[config.mk]
export PLATFORM = sky130hd
export DESIGN_NAME = onehot128_encoder_flat
export DESIGN_NICKNAME = d
export VERILOG_FILES = /design/src/rtl/onehot128_encoder_if.sv /design/src/rtl/onehot128_encoder.sv /design/src/flat_wrapper.sv
export SDC_FILE = /design/constraint.sdc
export NUM_CORES = 1
export LEC_CHECK = 0
export BUFFER_PORTS_ARGS = -buffer_cell sky130_fd_sc_hd__buf_2
export CORE_MARGIN = 3
export CORE_UTILIZATION = 55
export CTS_BUF_LIST = sky130_fd_sc_hd__clkbuf_16
export CTS_CLUSTER_DIAMETER = 80
export DETAILED_ROUTE_END_ITERATION = 7
export PLACE_DENSITY = 0.81
export SLEW_MARGIN = 0
export SYNTH_ARGS = -nofsm -noshare
export SYNTH_HDL_FRONTEND = slang
export SYNTH_SLANG_ARGS = --single-unit
[constraint.sdc]
create_clock -name clk -period 11 [get_ports clk]
set_input_delay 1.1 -clock clk [delete_from_list [all_inputs] [get_ports clk]]
set_output_delay 1.1 -clock clk [all_outputs]
set_load 0.02 [all_outputs]
[src/rtl/onehot128_encoder_if.sv]
// Handshake bus for the 128-bit one-hot encoder.
// The master drives a vector and takes the result; the slave is the encoder.
interface onehot128_encoder_if;
  logic [31:0] X3;
  logic [31:0] X2;
  logic [31:0] X1;
  logic [31:0] X0;
  logic        in_valid;
  logic        in_ready;
  logic [6:0]  A;
  logic        zero;
  logic        multi;
  logic        out_valid;
  logic        out_ready;

  modport master (
    output X3, X2, X1, X0, in_valid, out_ready,
    input  in_ready, A, zero, multi, out_valid
  );

  modport slave (
    input  X3, X2, X1, X0, in_valid, out_ready,
    output in_ready, A, zero, multi, out_valid
  );
endinterface

[src/rtl/onehot128_encoder.sv]
// 128-to-7 one-hot encoder, inverse of the 7-to-128 decoder.
// A captured vector is scanned one 32-bit word per cycle (always four words),
// so the result appears a fixed four edges after acceptance. Besides the index
// it reports an empty vector (zero) and a vector with several bits set (multi).
module onehot128_encoder #(
  parameter bit PRIORITY_HIGH = 1'b1
) (
  input  logic                 clk,
  input  logic                 rst_n,
  onehot128_encoder_if.slave   bus
);

  localparam logic [1:0] IDLE = 2'd0;
  localparam logic [1:0] SCAN = 2'd1;
  localparam logic [1:0] HOLD = 2'd2;

  // Scan order: top word first when the highest index wins, so the first
  // nonzero word visited always holds the winning bit.
  localparam logic [1:0] FIRST_WORD = PRIORITY_HIGH ? 2'd3 : 2'd0;
  localparam logic [1:0] LAST_WORD  = PRIORITY_HIGH ? 2'd0 : 2'd3;

  logic [1:0]   state;
  logic [127:0] vec_q;
  logic [1:0]   word_idx;
  logic [1:0]   bit_cnt;
  logic         hit;
  logic [6:0]   a_run;
  logic [6:0]   a_q;
  logic         zero_q;
  logic         multi_q;

  logic         accept;
  logic [31:0]  word;
  logic [1:0]   cnt_next;
  logic         hit_next;
  logic [6:0]   a_next;

  // Number of set bits in a word, clipped at 2.
  function automatic logic [1:0] cnt_sat2(input logic [31:0] w);
    if (w == 32'd0)
      return 2'd0;
    else if ((w & (w - 32'd1)) != 32'd0)
      return 2'd2;
    else
      return 2'd1;
  endfunction

  // Add two counts, saturating at 2.
  function automatic logic [1:0] sat_add2(input logic [1:0] a, input logic [1:0] b);
    logic [2:0] s;
    s = {1'b0, a} + {1'b0, b};
    return (s >= 3'd2) ? 2'd2 : s[1:0];
  endfunction

  // Position of the highest (or lowest) set bit within a word.
  function automatic logic [4:0] find_pos(input logic [31:0] w);
    logic [4:0] p;
    p = 5'd0;
    if (PRIORITY_HIGH) begin
      for (int i = 0; i < 32; i++)
        if (w[i]) p = 5'(i);
    end else begin
      for (int i = 31; i >= 0; i--)
        if (w[i]) p = 5'(i);
    end
    return p;
  endfunction

  assign accept        = bus.in_valid && (state == IDLE);
  assign bus.in_ready  = (state == IDLE);
  assign bus.out_valid = (state == HOLD);
  assign bus.A         = a_q;
  assign bus.zero      = zero_q;
  assign bus.multi     = multi_q;

  // Per-word scan step: the word under the counter updates count, hit and index.
  always_comb begin
    word     = vec_q[{word_idx, 5'd0} +: 32];
    cnt_next = sat_add2(bit_cnt, cnt_sat2(word));
    hit_next = hit | (word != 32'd0);
    a_next   = a_run;
    if (!hit && (word != 32'd0))
      a_next = {word_idx, find_pos(word)};
  end

  // Input vector capture on acceptance; held untouched while scanning.
  always_ff @(posedge clk) begin
    if (accept)
      vec_q <= {bus.X3, bus.X2, bus.X1, bus.X0};
  end

  // IDLE -> SCAN -> HOLD -> IDLE control, scan accumulators and result registers.
  always_ff @(posedge clk or negedge rst_n) begin
    if (!rst_n) begin
      state    <= IDLE;
      word_idx <= 2'd0;
      bit_cnt  <= 2'd0;
      hit      <= 1'b0;
      a_run    <= 7'd0;
      a_q      <= 7'd0;
      zero_q   <= 1'b0;
      multi_q  <= 1'b0;
    end else begin
      case (state)
        IDLE: begin
          if (accept) begin
            state    <= SCAN;
            word_idx <= FIRST_WORD;
            bit_cnt  <= 2'd0;
            hit      <= 1'b0;
            a_run    <= 7'd0;
          end
        end
        SCAN: begin
          bit_cnt  <= cnt_next;
          hit      <= hit_next;
          a_run    <= a_next;
          word_idx <= PRIORITY_HIGH ? (word_idx - 2'd1) : (word_idx + 2'd1);
          if (word_idx == LAST_WORD) begin
            state   <= HOLD;
            a_q     <= (cnt_next == 2'd0) ? 7'd0 : a_next;
            zero_q  <= (cnt_next == 2'd0);
            multi_q <= (cnt_next == 2'd2);
          end
        end
        HOLD: begin
          if (bus.out_ready)
            state <= IDLE;
        end
        default: state <= IDLE;
      endcase
    end
  end

endmodule

[src/flat_wrapper.sv]
// flat-port wrapper written by rule: the top's interface ports become plain ports
module onehot128_encoder_flat 
#(
  parameter bit PRIORITY_HIGH = 1'b1
)
  (clk, rst_n, bus_X3, bus_X2, bus_X1, bus_X0, bus_in_valid, bus_out_ready, bus_in_ready, bus_A, bus_zero, bus_multi, bus_out_valid);
  onehot128_encoder_if bus_i ();
  input  logic clk;
  input  logic rst_n;
  input wire logic [$bits(bus_i.X3)-1:0] bus_X3;
  input wire logic [$bits(bus_i.X2)-1:0] bus_X2;
  input wire logic [$bits(bus_i.X1)-1:0] bus_X1;
  input wire logic [$bits(bus_i.X0)-1:0] bus_X0;
  input wire logic [$bits(bus_i.in_valid)-1:0] bus_in_valid;
  input wire logic [$bits(bus_i.out_ready)-1:0] bus_out_ready;
  output wire logic [$bits(bus_i.in_ready)-1:0] bus_in_ready;
  output wire logic [$bits(bus_i.A)-1:0] bus_A;
  output wire logic [$bits(bus_i.zero)-1:0] bus_zero;
  output wire logic [$bits(bus_i.multi)-1:0] bus_multi;
  output wire logic [$bits(bus_i.out_valid)-1:0] bus_out_valid;
  assign bus_i.X3 = bus_X3;
  assign bus_i.X2 = bus_X2;
  assign bus_i.X1 = bus_X1;
  assign bus_i.X0 = bus_X0;
  assign bus_i.in_valid = bus_in_valid;
  assign bus_i.out_ready = bus_out_ready;
  assign bus_in_ready = bus_i.in_ready;
  assign bus_A = bus_i.A;
  assign bus_zero = bus_i.zero;
  assign bus_multi = bus_i.multi;
  assign bus_out_valid = bus_i.out_valid;
  onehot128_encoder #(.PRIORITY_HIGH(PRIORITY_HIGH)) u_core (.clk(clk), .rst_n(rst_n), .bus(bus_i));
endmodule
**Yosys cells after proc, flatten, opt, wreduce, memory -nomap -nowiden**

Index checks and enable logic that the tools add are counted.

- Add/sub/neg operators: 3
- Multiply operators: 0
- Divide/modulo/power cells: 0
- Magnitude comparators: 1
- Eq/ne operators: 6
- Shift operators: 1
- Mux-type cells: 48
- Bitwise logic cells: 2
- Reductions and logical operators: 13

Operators with widths:

| operator | number |
|---|---|
| 128-bit by 8-bit indexed part select with 32-bit output | 1 |
| 5-bit two-way mux | 16 |
| 32-bit nonzero test | 2 |
| 32-bit bitwise AND | 1 |
| 32-bit logical NOT | 1 |
| 4-bit two-way mux | 8 |
| 32-bit by 1-bit subtractor with 32-bit output, second input constant | 1 |
| 7-bit two-way mux | 3 |
| 2-bit two-way mux | 10 |
| 7-bit case mux with 2 select lines | 1 |
| 3-bit two-way mux | 4 |
| 2-bit case mux with 2 select lines | 2 |
| 2-bit logical NOT | 3 |
| 2-bit case mux with 3 select lines | 1 |
| 2-bit == test, second input constant | 2 |
| 2-bit by 1-bit != test with 1-bit output, second input constant | 2 |
| 2-bit AND reduction | 2 |
| 2-bit by 2-bit adder with 3-bit output | 1 |
| 3-bit by 2-bit >= comparator with 1-bit output, second input constant | 1 |
| 3-bit AND reduction | 1 |
| 2-bit by 1-bit == test with 1-bit output, second input constant | 1 |
| 1-bit logical AND | 2 |
| 1-bit two-way mux | 2 |
| 2-bit != test, second input constant | 1 |
| 5 further kinds | 5 |

- Register bits: 151
- Latch bits: 0
- RAM bits: 0
- ROM bits: 0
- Input bits: 132
- Output and inout bits: 11
- Memories: 0

**Depth between registers and ports, before layout**

Gate-level depths: netlist of run 1.

- Word-level depth: 34
- Depth in mapped cells: 16
- Gate-level depth less buffers: 13

**Worst setup path before layout of run 1**

OpenSTA, ideal clock, no wires.

- Path kind: register to register
- Start: register u_core.word_idx[1]
- End: register u_core.a_q[4], in the netlist u_core.bus.A[4]
- Library setup time: 0.116 ns
- Arrival: 4.306 ns
- Required time: 10.884 ns
- Slack: 6.578 ns
- Cell stages (with the launch flop): 15
- Buffers on the path: 3
- Cells stage by stage: dfrtp_1 -> clkbuf_1 -> buf_1 -> mux4_2 -> or4_4 -> nor4_4 -> nand2_2 -> o41ai_2 -> nand4_1 -> or3_1 -> fa_1 -> nor3_1 -> or2_2 -> buf_1 -> o311ai_0

- Word-level cells in the longest chain between the ends: 19
- Elaborated cells between the ends (all ways): 33

RTL lines:

| item | RTL line | RTL |
|---|---|---|
| from (decl) | onehot128_encoder.sv:24 | `logic [1:0] word_idx;` |
| from (signal assigned) | onehot128_encoder.sv:118 | `word_idx <= PRIORITY_HIGH ? (word_idx - 2'd1) : (word_idx + 2'd1);` |
| parallel branches: the longest is 19 deep, another holds 32-bit by 1-bit subtractor with 32-bit output | - |  |
| to (signal assigned) | onehot128_encoder.sv:121 | `a_q <= (cnt_next == 2'd0) ? 7'd0 : a_next;` |
| to (decl) | onehot128_encoder.sv:28 | `logic [6:0] a_q;` |

Several ways; the timed one is not identified.
A chain may end at the register's enable or synchronous reset.

**Final worst setup path of run 1**

- Start: register u_core.word_idx[0]
- End: register u_core.a_q[4], in the netlist u_core.bus.A[4]

The elaborated chain is that of the path after synthesis.

==> impl_summary.txt, run 1 <==
----------------------------------------------------
[Power]
  Leakage power figure ... ~0.0029 uW
  Net switching power ... between 700 and 800 uW
  Clock Power Share ... about a quarter
  Switching share of power ... between 30% and 40%
  Power Internal ... between 1000 and 1500 uW
  Ratio of total power to cell area ... between 200 and 300 nW/um^2
  Register share of total power ... 41.2%
  Comb pwr share ... approximately a third
  Worst voltage drop across the vdd grid ... 168 uV

[Setup path]
  Capturing point of the worst reg2reg path ... u_core.bus.A[4]
  Crit path from ... u_core.word_idx[0]
  Biggest cell delay along the critical path ... about 0.64 ns
  Nature of the critical path startpoint ... flop
  Type of the worst setup path ... flop to flop
  Critical path required time ... 11.27 ns
  Setup crit end kind ... flop
  WP data arrival ... ~5.4 ns
  Worst reg2reg path depth ... 12
  Destination of the critical timing path ... u_core.bus.A[4]
  Cell-by-cell listing of the critical path ... buf_4 > mux4_2 > or4_4 > nor4_4 > nand2_2 > o41ai_2 > nand4_1 > or3_1 > fa_1 > nor3_1 > or2_2 > o311ai_0
  Worst R2R Start ... u_core.word_idx[0]
  Crit-path max FO ... 23
  Reg2reg setup slack ... roughly 5.9 ns
  Slowest stage cell, crit path ... dfrtp_2

[Clock tree]
  Clock tree root driver cell ... clkbuf_16
  Clk Latency, worst-skew pair ... roughly 0.4 ns
  Count of buffers added by post-CTS timing repair for setup ... 0
  # clock sinks ... approximately 150
  Total CTS buffers ... 17
  Post-CTS clock slew at the launch and capture registers of the worst setup and hold paths ... ~0.06 ns
  Number of instances resized during post-cts repair ... 0
  Deepest clock path buffer count ... 2
  CTS H-Tree Depth ... 4
  Count of hold-fix buffers inserted at cts ... 0
  CTS tree ... yes

[Floorplan]
  Die footprint ... roughly 13000 um^2
  Count of standard-cell rows ... 38
  Core box area ... roughly 11000 um^2
  Floorplan die height ... approximately 110 um
  Ports ... 143
  Starting Density ... 57.4%
  Horiz. Die Dim ... between 100 and 150 um

[Detailed routing]
  DR vias ... 4110
  Vias/cell ... between 5 and 6
  Initial DRC count ... roughly 380
  Detail Route Antenna Nets ... 0
  Final wirelength ... 13.6 mm
  DRC violation count after routing ... 0
  WL per Instance ... between 15 and 20 um
  Drt pass-1 iters ... 5

[Placement]
  Number of port buffers ... approximately 140
  RD Place Congestion ... 0.947
  Half-perimeter wire length after placement ... just under 10 mm

[STA]
  Peak clock frequency supported by timing ... roughly 190 MHz
  Final Hold Viols ... 0
  Setup TNS Final ... 0 ns
  Slew @ Worst Pin ... ~0.85 ns
  Worst rel slew slack ... 42.8%
  RSZ-0062 raised after global routing ... false
  Tcrit/Tclk final ... a little under half
  Final clock skew ... approximately 0.0081 ns
  Minimum period implied by the final worst setup slack ... about 5.1 ns
  Final Max Slew Viols ... 0
  Setup violations, final ... 0

[Synth]
  EDFF count, synth ... about 130
  Sequential-to-total area share from yosys stat ... 69.5%
  Leading post-synthesis cells by cell area ... edfxtp_1 60%, mux4_2 11%, dfrtp_1 9.0%
  Multiplexer fraction of the synthesized cell area ... about an eighth
  Total nets after synthesis ... between 500 and 600
  Synthesized instance count ... between 300 and 400
  Compound-cell area share of the yosys netlist ... between 7 and 8%
  Most instantiated library cell after synthesis ... edfxtp_1
  Xor and xnor fraction of the mapped netlist area ... 0%
  Post-synthesis average cell area ... 16.4 um^2
  #FFs+latches synth ... between 150 and 200
  Number of synthesis warnings ... 0
  Share of the synthesized area in the top cell type ... approximately three fifths
  Count of distinct cell types in the synthesized netlist ... 53
  Cell taking the most area after synthesis ... edfxtp_1
  Synth Area in Simple Gates ... under 10%
  Share of async-settable or async-resettable flops after synthesis ... between 10% and 20%
  Adder-cell share of the synthesized area ... between 1 and 1.5%
  Synth Cell Area ... 6360 um^2
  Commonest cells post-synth ... 128 x edfxtp_1, 32 x mux4_2, 27 x nor2_1
  Leading register cell type out of synthesis ... edfxtp_1
  Dominant combinational cell family by area after synthesis ... multiplexers

[Worst hold path]
  Class of the tightest hold or removal check ... flop to flop

[Finish]
  Share of the core filled with cells ... 69.5%
  Synth-to-layout area growth ... 21.0%
  Diode count ... 0
  Layout net count ... a little under 700
  Fraction of final layout cells with drive strength greater than 1 ... between 30% and 40%

[Job]
  Max-cap viol count ... 0

[Global route]
  Pin count of the biggest net entering global routing ... around 70
  GR Overflow Total ... 0
  Wire length of the first global-routing pass ... 21.8 mm
  Antenna violations before repair ... 0
  Number of global-route vias before repair ... roughly 4200
  Aggregate global-route resource usage ... roughly 22%

[Status]
  Run status ... finished, final reports clean

----------------------------------------------------
## power by group through the flow
stage	Clock, uW	Combinational (uW)	Sequential (uW)
5_1_grt	517	791	859
2_1_floorplan	0	543	843
6_report	481	725	846
3_3_place_gp	0	689	848
4_1_cts	492	721	847
3_5_place_dp	0	716	856
## flip-flops by register name, indices dropped and copies added (netlist names)
register / flops
u_core.bus.multi: 1
u_core.word_idx: 2
u_core.vec_q: 128
u_core.state: 2
u_core.bit_cnt: 2
u_core.bus.zero: 1
u_core.a_run: 7
u_core.bus.A: 7
u_core.hit: 1
## worst max-delay path, delay by kind of cell, from the launching register on
family          cells  cell delay [ns]
mux                 1             0.64
fa+ha+maj           1             0.53
simple gates        7             1.89
compound gates      2             0.79
buf+inv             1             0.48
flops               1             0.64
## worst min path at each step
stage                     cells past startpoint        startpoint  slack (ns)               end
after detailed placement                      2  u_core.bus.multi        0.47  u_core.bus.multi
final                                         2  u_core.bus.multi        0.47  u_core.bus.multi
after global placement                        2  u_core.bus.multi        0.46  u_core.bus.multi
after global routing                          2   u_core.bus.A[3]        0.52   u_core.bus.A[3]
after CTS                                     2  u_core.bus.multi        0.48  u_core.bus.multi
after floorplan                               2        u_core.hit        0.47        u_core.hit
## cells by family after synthesis
kind of cell	count (synthesis)
mux	35
flops	151
fa+ha+maj	6
simple gates	104
buf+inv	23
compound gates	70
## placed cells by master, fill, tap and decap left out, drive strengths merged, types with 10 or more instances in the layout
cell type	Yosys	final
mux4	32	32
nand2	23	23
inv	10	12
dfrtp	23	23
a21oi	10	10
clkbuf	4	17
buf	9	145
edfxtp	128	128
nand3	13	13
nor2	27	27
o21ai	22	22
## per-stage QoR
stage | cells | hold WS [ns] | area [um^2] | worst slack [ns] | power [uW]
after detailed placement | 661 | 0.467 | 7200 | 5.78 | 1570
after global routing | 691 | 0.516 | 7700 | 5.53 | 2170
after global placement | 661 | 0.461 | 7200 | 6.08 | 1540
after CTS | 691 | 0.479 | 7700 | 5.79 | 2060
final | 691 | 0.474 | 7700 | 5.87 | 2050
after floorplan | 389 | 0.467 | 6360 | 6.58 | 1390
## area by class of cell
| cell class | count | area, um^2 |
|---|---|---|
| Multi-Input combinational cell | 215 | 1830 |
| Inverter | 10 | 40.0 |
| Clock buffer | 17 | 425 |
| Fill cell | 722 | 3380 |
| Timing Repair Buffer | 145 | 733 |
| Tap cell | 140 | 175 |
| Clock inverter | 13 | 70.1 |
| Sequential cell | 151 | 4420 |
## per-layer routing
layer,up-vias,GRT usage [%],part of all wire [%],routed length (um)
met4,0,8.73,1.7,237
met1,2028,30.9,41,5620
li1,1864,-,-,-
met3,27,5.78,7.2,989
met5,-,0,0,0
met2,191,34.8,50,6800
Power figures use the tool's default switching activity.
==> inputs of run 2 (changes only) <==
--- a/config.mk
+++ b/config.mk
@@ -7,11 +7,11 @@
 export LEC_CHECK = 0
 export BUFFER_PORTS_ARGS = -buffer_cell sky130_fd_sc_hd__buf_2
 export CORE_MARGIN = 3
-export CORE_UTILIZATION = 55
+export CORE_UTILIZATION = 54
 export CTS_BUF_LIST = sky130_fd_sc_hd__clkbuf_16
 export CTS_CLUSTER_DIAMETER = 80
 export DETAILED_ROUTE_END_ITERATION = 7
-export PLACE_DENSITY = 0.81
+export PLACE_DENSITY = 0.8
 export SLEW_MARGIN = 0
 export SYNTH_ARGS = -nofsm -noshare
 export SYNTH_HDL_FRONTEND = slang
==> constraint.sdc (replaced) <==
create_clock -name clk -period 5.35 [get_ports clk]
set_input_delay 0.535 -clock clk [delete_from_list [all_inputs] [get_ports clk]]
set_output_delay 0.535 -clock clk [all_outputs]
set_load 0.02 [all_outputs]
==> run 2 against run 1 <==
Net effect:
- first-iteration DRC count is 19% lower
- final cell count increased by 1.2%
- clock-buffer cell count stayed put
- wire length down 3.3%
- sequential share of layout area fell by 0.96 points
- worst hold slack got worse by 0.40 ns
- utilization down 1.2 points
- critical path type unchanged
- critical endpoint unchanged
==> impl_summary.txt, run 2 (synthesis gave the netlist of run 1 again) <==
----------------------------------------------------
[STA]
  Worst rel slew slack ... 25.5% (-17 points)
  Peak clock frequency supported by timing ... 204 MHz (+4.8%)
  Minimum period implied by the final worst setup slack ... 4.89 ns (-0.236 ns)
  Slew @ Worst Pin ... 1.12 ns (+0.271 ns)
  Final Max Slew Viols ... 0 (unchanged)
  Post-route setup slack ... 0.458 ns (-5.41 ns)
  Final Hold Viols ... 0 (unchanged)
  Setup violations, final ... 0 (unchanged)
  Final clock skew ... 0.00702 ns (-0.00106 ns)
  RSZ-0062 raised after global routing ... false
  Setup TNS Final ... 0 ns (unchanged)
  Tcrit/Tclk final ... 91.4% (+45 points)

[Finish]
  Fill cell instance count of the final layout ... 769 (+6.5%)
  Fraction of final layout cells with drive strength greater than 1 ... 40.5% (+0.72 points)
  Seq. cell area ... 4420 um^2 (unchanged)
  Diode count ... 0 (unchanged)
  Most common cell after layout, fill and taps aside ... buf_2
  Commonest cells after routing, fill and taps aside ... 142 x buf_2, 128 x edfxtp_1, 32 x mux4_2
  Synth-to-layout area growth ... 23.0%
  Multi-input logic area ... 1830 um^2 (unchanged)
  Most flops, register ... u_core.vec_q
  Number of flip-flops under the largest register name ... 128 (unchanged)
  Layout net count ... 678 (+0.44%)

[Global route]
  Antenna violations before repair ... 0 (unchanged)
  Pin count of the biggest net entering global routing ... 94 (+32%)
  Number of global-route vias before repair ... 4040 (-3.9%)
  Wire length of the first global-routing pass ... 20.7 mm (-5.2%)
  GR Overflow Total ... 0 (unchanged)
  Aggregate global-route resource usage ... 21.4% (-1.1 points)

[Detailed routing]
  Final wirelength ... 13.2 mm (-3.3%)
  DR vias ... 4006 (-2.5%)
  Vias/cell ... 5.73 (-3.6%)
  Initial DRC count ... 309 (-19%)
  Drt pass-1 iters ... 5 (unchanged)
  Detail Route Antenna Nets ... 0 (unchanged)
  WL per Instance ... 18.9 um (-4.4%)
  DRC violation count after routing ... 0 (unchanged)

[Setup path]
  Reg2reg setup slack ... 0.46 ns (-5.41 ns)
  Nature of the critical path startpoint ... flop
  Type of the worst setup path ... flop to flop
  Capturing point of the worst reg2reg path ... u_core.bus.A[4]
  Setup crit end kind ... flop
  Biggest cell delay along the critical path ... 0.76 ns (+0.12 ns)
  Slowest stage cell, crit path ... dfrtp_2
  Cell-by-cell listing of the critical path ... buf_4 > mux4_2 > or3_1 > nor3_2 > nand2_2 > o41ai_2 > nand4_1 > or3_1 > fa_1 > nor3_1 > or2_2 > o311ai_0
  WP data arrival ... 5.18 ns (-0.22 ns)
  Critical path required time ... 5.64 ns (-5.63 ns)
  Most used cell, CP ... or3_1
  Worst reg2reg path depth ... 12 (unchanged)
  Worst R2R Start ... u_core.word_idx[0]
  Crit-path max FO ... 19 (-17%)

[Clock tree]
  Count of hold-fix buffers inserted at cts ... 0 (unchanged)
  CTS tree ... yes
  Count of buffers added by post-CTS timing repair for setup ... 0 (unchanged)
  Deepest clock path buffer count ... 2 (unchanged)
  Number of instances resized during post-cts repair ... 0 (unchanged)
  Clk Latency, worst-skew pair ... 0.43 ns (+0.02 ns)
  Post-CTS clock slew at the launch and capture registers of the worst setup and hold paths ... 0.06 ns (about the same)
  CTS H-Tree Depth ... 4 (unchanged)
  # clock sinks ... 151 (unchanged)
  Clock tree root driver cell ... clkbuf_16
  Total CTS buffers ... 17 (unchanged)

[Placement]
  RD Place Congestion ... 0.861 (-9.2%)
  Half-perimeter wire length after placement ... 9.40 mm (-4.1%)
  Dpl ws ... 0.402 ns (-5.38 ns)
  Number of port buffers ... 142 (unchanged)

[Floorplan]
  Floorplan die height ... 115 um (+0.87%)
  Count of standard-cell rows ... 39 (+2.6%)
  Core box area ... 11500 um^2 (+3.5%)
  Die footprint ... 13100 um^2 (+1.8%)
  Ports ... 143 (unchanged)
  Starting Density ... 55.5% (-1.9 points)
  Horiz. Die Dim ... 115 um (+0.87%)

[Job]
  Max-cap viol count ... 0 (unchanged)

[Worst hold path]
  Class of the tightest hold or removal check ... input port to async pin

[Power]
  Ratio of total power to cell area ... 566 nW/um^2 (+110%)
  Worst voltage drop across the vdd grid ... 395 uV (+130%)
  Leakage power figure ... 0.00295 uW (+2.3%)

[Status]
  Run status ... finished, final reports clean

----------------------------------------------------
[run 2: area by class of cell]
| cell class | instances | share of cell area, % |
|---|---|---|
| clock inverters | 15 | 2.22 |
| multi-input cells | 215 | 23.4 |
| flip-flops and latches | 151 | 56.5 |
| clock buffers | 17 | 5.44 |
| well taps | 143 | 2.29 |
| repair buffers | 148 | 9.66 |
| inverters | 10 | 0.512 |
[run 2: power breakdown]
group / switching, uW / total, uW / internal [uW]
clock: 468 / 1200 / 736
sequential: 168 / 1760 / 1590
combinational: 860 / 1470 / 609
total: 1500 / 4430 / 2940
[run 2: worst max-delay path by stage]
stage | from | slack (ns) | end | depth (start not counted)
after CTS | u_core.word_idx[0] | 0.40 | u_core.bus.A[4] | 12
after global placement | u_core.word_idx[0] | 0.64 | u_core.bus.A[4] | 12
after global routing | u_core.word_idx[0] | 0.02 | u_core.bus.A[0] | 14
after detailed placement | u_core.word_idx[0] | 0.40 | u_core.bus.A[4] | 12
after floorplan | u_core.word_idx[1] | 0.93 | u_core.bus.A[4] | 14
final | u_core.word_idx[0] | 0.46 | u_core.bus.A[4] | 12
[run 2: per-layer routing]
metal | track usage [%] | part of all wire [%]
met2 | 31.8 | 49
met1 | 29.6 | 42
met5 | 0 | 0
met4 | 8.39 | 1.4
met3 | 6.87 | 7.5
[run 2: critical path, delay by kind of cell, from the launching register on]
family	cells	cell delay, ns
AND/OR/NAND/NOR	7	1.89
flip-flops	1	0.76
AO/OA/AOI/OAI	2	0.76
multiplexers	1	0.55
adder cells (fa/ha/maj)	1	0.53
buffers and inverters	1	0.25
[run 2: stage by stage]
step	util (%)	power, uW	hold WS (ns)	instance area [um^2]	std cells
after floorplan	-	2850	0.239	6360	389
after global placement	63.0	3190	0.462	7230	667
after detailed placement	63.0	3240	0.469	7230	667
after CTS	68.2	4450	0.0674	7830	699
after global routing	68.2	4690	0.0948	7830	699
final	68.2	4430	0.0751	7830	699
